[src/rtl/decoder_arbiter.sv]
// Round-robin front end that time-shares one code decoder among NREQ requesters
// and returns each decoded word, tagged with the requester index, over a valid/ready channel.
module decoder_arbiter #(
    parameter int NREQ   = 4,
    parameter int CODE_W = 7,
    parameter int OUT_W  = 16,
    parameter int LAT    = 2,
    parameter int ID_W   = 2
) (
    input  logic                     i_clk,
    input  logic                     i_rst_n,
    input  logic [NREQ-1:0]          i_req_valid,
    input  logic [NREQ*CODE_W-1:0]   i_req_code,
    output logic [NREQ-1:0]          o_req_ready,
    output logic [CODE_W-1:0]        o_dec_code,
    output logic                     o_dec_en,
    input  logic [OUT_W-1:0]         i_dec_out,
    output logic                     o_rsp_valid,
    output logic [ID_W-1:0]          o_rsp_id,
    output logic [OUT_W-1:0]         o_rsp_data,
    input  logic                     i_rsp_ready,
    output logic                     o_busy
);

    localparam int CNT_W = (LAT > 1) ? $clog2(LAT) : 1;

    // state  | meaning
    // S_IDLE | no decode in flight, grant offered to the round-robin winner
    // S_WAIT | code issued, counting down the decoder latency
    // S_RESP | decoded word presented, waiting for rsp_ready
    typedef enum logic [1:0] {
        S_IDLE = 2'd0,
        S_WAIT = 2'd1,
        S_RESP = 2'd2
    } state_t;

    state_t              r_state;
    state_t              w_state_nxt;
    logic [ID_W-1:0]     r_rr_ptr;
    logic [CNT_W-1:0]    r_cnt;
    logic [CODE_W-1:0]   r_dec_code;
    logic                r_dec_en;
    logic                r_rsp_valid;
    logic [ID_W-1:0]     r_rsp_id;
    logic [OUT_W-1:0]    r_rsp_data;

    logic                w_found;
    logic [ID_W-1:0]     w_grant;
    logic [NREQ-1:0]     w_req_ready;
    logic [ID_W-1:0]     w_rr_nxt;

    // Scan offsets from the far end down so the nearest valid requester at or
    // above rr_ptr is the last one written and therefore wins.
    always_comb begin
        int v_idx;
        w_found = 1'b0;
        w_grant = '0;
        v_idx   = 0;
        for (int k = NREQ - 1; k >= 0; k--) begin
            v_idx = int'(r_rr_ptr) + k;
            if (v_idx >= NREQ) begin
                v_idx = v_idx - NREQ;
            end
            if (i_req_valid[ID_W'(v_idx)]) begin
                w_found = 1'b1;
                w_grant = ID_W'(v_idx);
            end
        end
    end

    always_comb begin
        w_req_ready = '0;
        if (r_state == S_IDLE && w_found) begin
            w_req_ready[w_grant] = 1'b1;
        end
    end

    assign w_rr_nxt = (r_rsp_id == ID_W'(NREQ - 1)) ? '0 : r_rsp_id + 1'b1;

    always_ff @(posedge i_clk or negedge i_rst_n) begin
        if (!i_rst_n) begin
            r_state <= S_IDLE;
        end else begin
            r_state <= w_state_nxt;
        end
    end

    always_comb begin
        w_state_nxt = r_state;
        case (r_state)
            S_IDLE: if (w_found) w_state_nxt = S_WAIT;
            S_WAIT: if (r_cnt == '0) w_state_nxt = S_RESP;
            S_RESP: if (i_rsp_ready) w_state_nxt = S_IDLE;
            default: w_state_nxt = S_IDLE;
        endcase
    end

    always_ff @(posedge i_clk or negedge i_rst_n) begin
        if (!i_rst_n) begin
            r_rr_ptr    <= '0;
            r_cnt       <= '0;
            r_dec_code  <= '0;
            r_dec_en    <= 1'b0;
            r_rsp_valid <= 1'b0;
            r_rsp_id    <= '0;
            r_rsp_data  <= '0;
        end else begin
            case (r_state)
                S_IDLE: begin
                    if (w_found) begin
                        r_dec_code <= i_req_code[w_grant*CODE_W +: CODE_W];
                        r_rsp_id   <= w_grant;
                        r_cnt      <= CNT_W'(LAT - 1);
                        r_dec_en   <= 1'b1;
                    end
                end
                S_WAIT: begin
                    if (r_cnt == '0) begin
                        r_rsp_data  <= i_dec_out;
                        r_dec_en    <= 1'b0;
                        r_rsp_valid <= 1'b1;
                    end else begin
                        r_cnt <= r_cnt - 1'b1;
                    end
                end
                S_RESP: begin
                    // Pointer moves only on completion so a stalled response keeps fairness intact.
                    if (i_rsp_ready) begin
                        r_rsp_valid <= 1'b0;
                        r_rr_ptr    <= w_rr_nxt;
                    end
                end
                default: ;
            endcase
        end
    end

    assign o_req_ready = w_req_ready;
    assign o_dec_code  = r_dec_code;
    assign o_dec_en    = r_dec_en;
    assign o_rsp_valid = r_rsp_valid;
    assign o_rsp_id    = r_rsp_id;
    assign o_rsp_data  = r_rsp_data;
    assign o_busy      = (r_state != S_IDLE);

endmodule
[config.mk]
export PLATFORM = sky130hd
export DESIGN_NAME = decoder_arbiter
export DESIGN_NICKNAME = d
export VERILOG_FILES = /design/src/rtl/decoder_arbiter.sv
export SDC_FILE = /design/constraint.sdc
export NUM_CORES = 1
export LEC_CHECK = 0
export ABC_AREA = 1
export CORE_MARGIN = 1
export CORE_UTILIZATION = 44
export DETAILED_ROUTE_END_ITERATION = 10
export PLACE_DENSITY = 0.85
export SETUP_SLACK_MARGIN = 0.3
export SLEW_MARGIN = 5
export SYNTH_ARGS = -nofsm -noshare
export SYNTH_HDL_FRONTEND = slang
export SYNTH_SLANG_ARGS = --single-unit
[constraint.sdc]
create_clock -name i_clk -period 4 [get_ports i_clk]
set_input_delay 1 -clock i_clk [delete_from_list [all_inputs] [get_ports i_clk]]
set_output_delay 1 -clock i_clk [all_outputs]
set_load 0.01 [all_outputs]
==> flow_metrics.tcl <==
set metrics [dict create \
    synth_top_family_by_area "simple AND/OR/NAND/NOR gates" \
    yosysSeqAreaShare_pct 44.8 \
    intPower_w 0.00129 \
    grt_remaining_overflow 0 \
    p_sw_share_pct 43.3 \
    path_class "in2out" \
    muxShareOfSynthArea_pct 0 \
    finalSetupViolations 0 \
    boundaryPins 83 \
    synth.top_cell.area_share_pct 44.8 \
    synth_seq_cells 32 \
    design_area_sq_um 2750 \
    port_buffers 82 \
    worst_pin_slew_ns 0.614 \
    gp_congestion 0.808 \
    synth_cell_types 21 \
    rsz0062_at_grt "no" \
    die_h_um 65.7 \
    hold_viol_final 0 \
    final_cells 387 \
    reg2reg_slack_ns 1.98 \
    ctsRootBufferMaster "clkbuf_8" \
    drive_above_1_share_pct 11.2 \
    slew_viol_final 0 \
    power_frac_clock_pct 13.2 \
    cp_data_arrival_time_ns 2.54 \
    synth_compound_area_share_pct 4.77 \
    powerDensity_nw_per_um2 826 \
    grt_usage_pct 22.3 \
    min_path_type "reg2reg" \
    die_width_um 65.7 \
    vias_per_cell 4.69 \
    fin_worst_skew_ns 0.00458 \
    synth-adder-area-share_pct 0.701 \
    status "finished clean" \
    crit_start "i_req_valid[1]" \
    yosys-top-cells-area "dfrtp_1 45%, nand2_1 22%, nand3_1 6.4%" \
    dp_hpwl_um 3400 \
    grt_max_degree 33 \
    ir_drop_v 0.000506 \
    ant_nets 0 \
    syn2layout_area_growth_pct 54.0 \
    p_switching_w 0.000982 \
    insertion_delay_ns 0.28 \
    ctsLongestPathBuffers 2 \
    synthesis.area_sq_um 1790 \
    synth-simple-area-share_pct 39.2 \
    antenna_found_initial 0 \
    finalCriticalPeriod_ns 3.54 \
    worst_r2r_endpoint "o_dec_code[1]" \
    grt_pass1_vias 1701 \
    synth_nets 302 \
    synthCells 250 \
    dieArea_sq_um 4320 \
    start_kind "input port" \
    yosys_warnings 0 \
    dp_cells 378 \
    total_power_w 0.00227 \
    cts.clk_slew.worst_paths_ns 0.07 \
    numClockSinks 32 \
    postSynthAreaPerCell_sq_um 7.14 \
    reg2reg_from "r_rr_ptr[0]" \
    relSlewSlack_pct 59.0 \
    nNetsFinal 390 \
    timing.fmax_mhz 283 \
    cts_htree_levels 2 \
    seqPwrFrac_pct 26.4 \
    drt_iter0_markers 65 \
    cts_buffers 5 \
    reg2regPathDepth 13 \
    finalCritPeriodShare_pct 88.5 \
    synth_top_area_cell "dfrtp_1" \
    antenna_cells 0 \
    leakagePower_nw 1.42 \
    via_count 1815 \
    drc 0 \
    finalWirelength_um 4500 \
    cp-end-kind "output port" \
    maxCapViolCount 0 \
    core-area_sq_um 3770 \
    tns_ns 0 \
    start_util_pct 47.3 \
    post_dp_cell_area_sq_um 2650 \
    critPathRequiredTime_ns 3.00 \
    num_rows 22 \
    layout_commonest_cell "nand2_1" \
    cp_max_fo 3 \
    grt_pass1_wl_um 7300 \
    hold_ws_ns 0.476 \
    drtPass1Iterations 4 \
    cp-endpoint "o_req_ready[1]" \
    wl_per_cell_um 11.6 \
    layout_common_cells "105 x nand2_1, 78 x clkdlybuf4s50_1, 32 x dfrtp_1" \
    cts_tree "yes" \
    yosys.area_share.xor_xnor_pct 0 \
    p_comb_share_pct 60.4 \
]
## metrics by stage
stage	setup slack [ns]	utilization [%]
after floorplan	0.998	-
after global placement	0.150	70.4
after detailed placement	0.0556	70.4
after CTS	0.322	73.1
after global routing	0.334	72.9
final	0.461	72.9
## routing by layer
layer / share of wire (%) / vias up / GRT usage [%]
li1: - / 934 / -
met1: 41 / 812 / 25.1
met2: 50 / 61 / 39.5
met3: 7.7 / 8 / 6.42
met4: 1.4 / 0 / 8.42
met5: 0 / - / 0
## synthesized netlist by cell type
master	count
inv_6	1
or2_1	5
inv_2	4
clkbuf_1	3
inv_1	30
nand2_2	13
a31oi_2	1
nand2_1	105
nand3_1	23
nand2_4	1
dfrtp_1	32
buf_6	3
o21ai_1	1
a21oi_1	1
ha_1	1
nor2_4	1
o211ai_1	5
nor2_1	15
buf_2	1
o31ai_1	2
o21ai_0	2
## power by group through the flow
stage	logic (W)	registers, W	clock network, W
detailed placement	0.00139	0.000598	0
finish	0.00137	0.000600	0.000300
global placement	0.00134	0.000598	0
CTS	0.00138	0.000600	0.000303
global route	0.00153	0.000620	0.000319
floorplan	0.000811	0.000640	0
## cells by family (layout without fill, tap and decap cells)
group                      Yosys count  count (layout)
and+or+nand+nor                    163             163
buffers and inverters               42             131
DFF                                 32              32
AOI/OAI and AO/OA                   12              12
adders and majority gates            1               1
## registers in the layout, summed over array words and instances (netlist names)
signal,flops
r_cnt,1
o_rsp_valid,1
o_dec_en,1
o_rsp_data,16
r_state,2
o_dec_code,7
o_rsp_id,2
r_rr_ptr,2
## area by class of cell
type                            count  area (sq um)
Inverter                           35           136
Fill cell                         312          1020
Multi-Input combinational cell    176           798
Timing Repair Buffer               88           846
Sequential cell                    32           801
Clock inverter                      2          35.0
Tap cell                           48          60.1
Clock buffer                        6          72.6
## how the worst min path moves through the flow
| stage | start | end | slack [ns] | cells after the start |
|---|---|---|---|---|
| final | o_rsp_valid | o_rsp_valid | 0.48 | 2 |
| after global routing | r_cnt | r_state[0] | 0.50 | 2 |
| after CTS | o_rsp_valid | o_rsp_valid | 0.48 | 2 |
| after detailed placement | o_rsp_data[13] | o_rsp_data[13] | 0.46 | 2 |
| after global placement | r_cnt | r_state[0] | 0.46 | 2 |
| after floorplan | r_cnt | r_state[0] | 0.45 | 2 |
## critical path, cell delays in order
cell and delay [ns]:
clkdlybuf4s50_1 0.48, inv_1 0.05, nand2_1 0.08, nand2_2 0.07
nor2_1 0.11, inv_1 0.06, nand2_2 0.06, inv_2 0.04
nand3_1 0.07, nand2_2 0.06, inv_1 0.10, nand3_1 0.11
nor2_1 0.10, clkbuf_2 0.13
## what timing repair did
action,CTS,global route
setup endpoints to repair,4,4
endpoints found under the hold margin,0,0
buffers inserted,0,1
hold buffers,0,0
gates resized for setup,4,8
No activity file was read; power rests on OpenSTA's default activity.
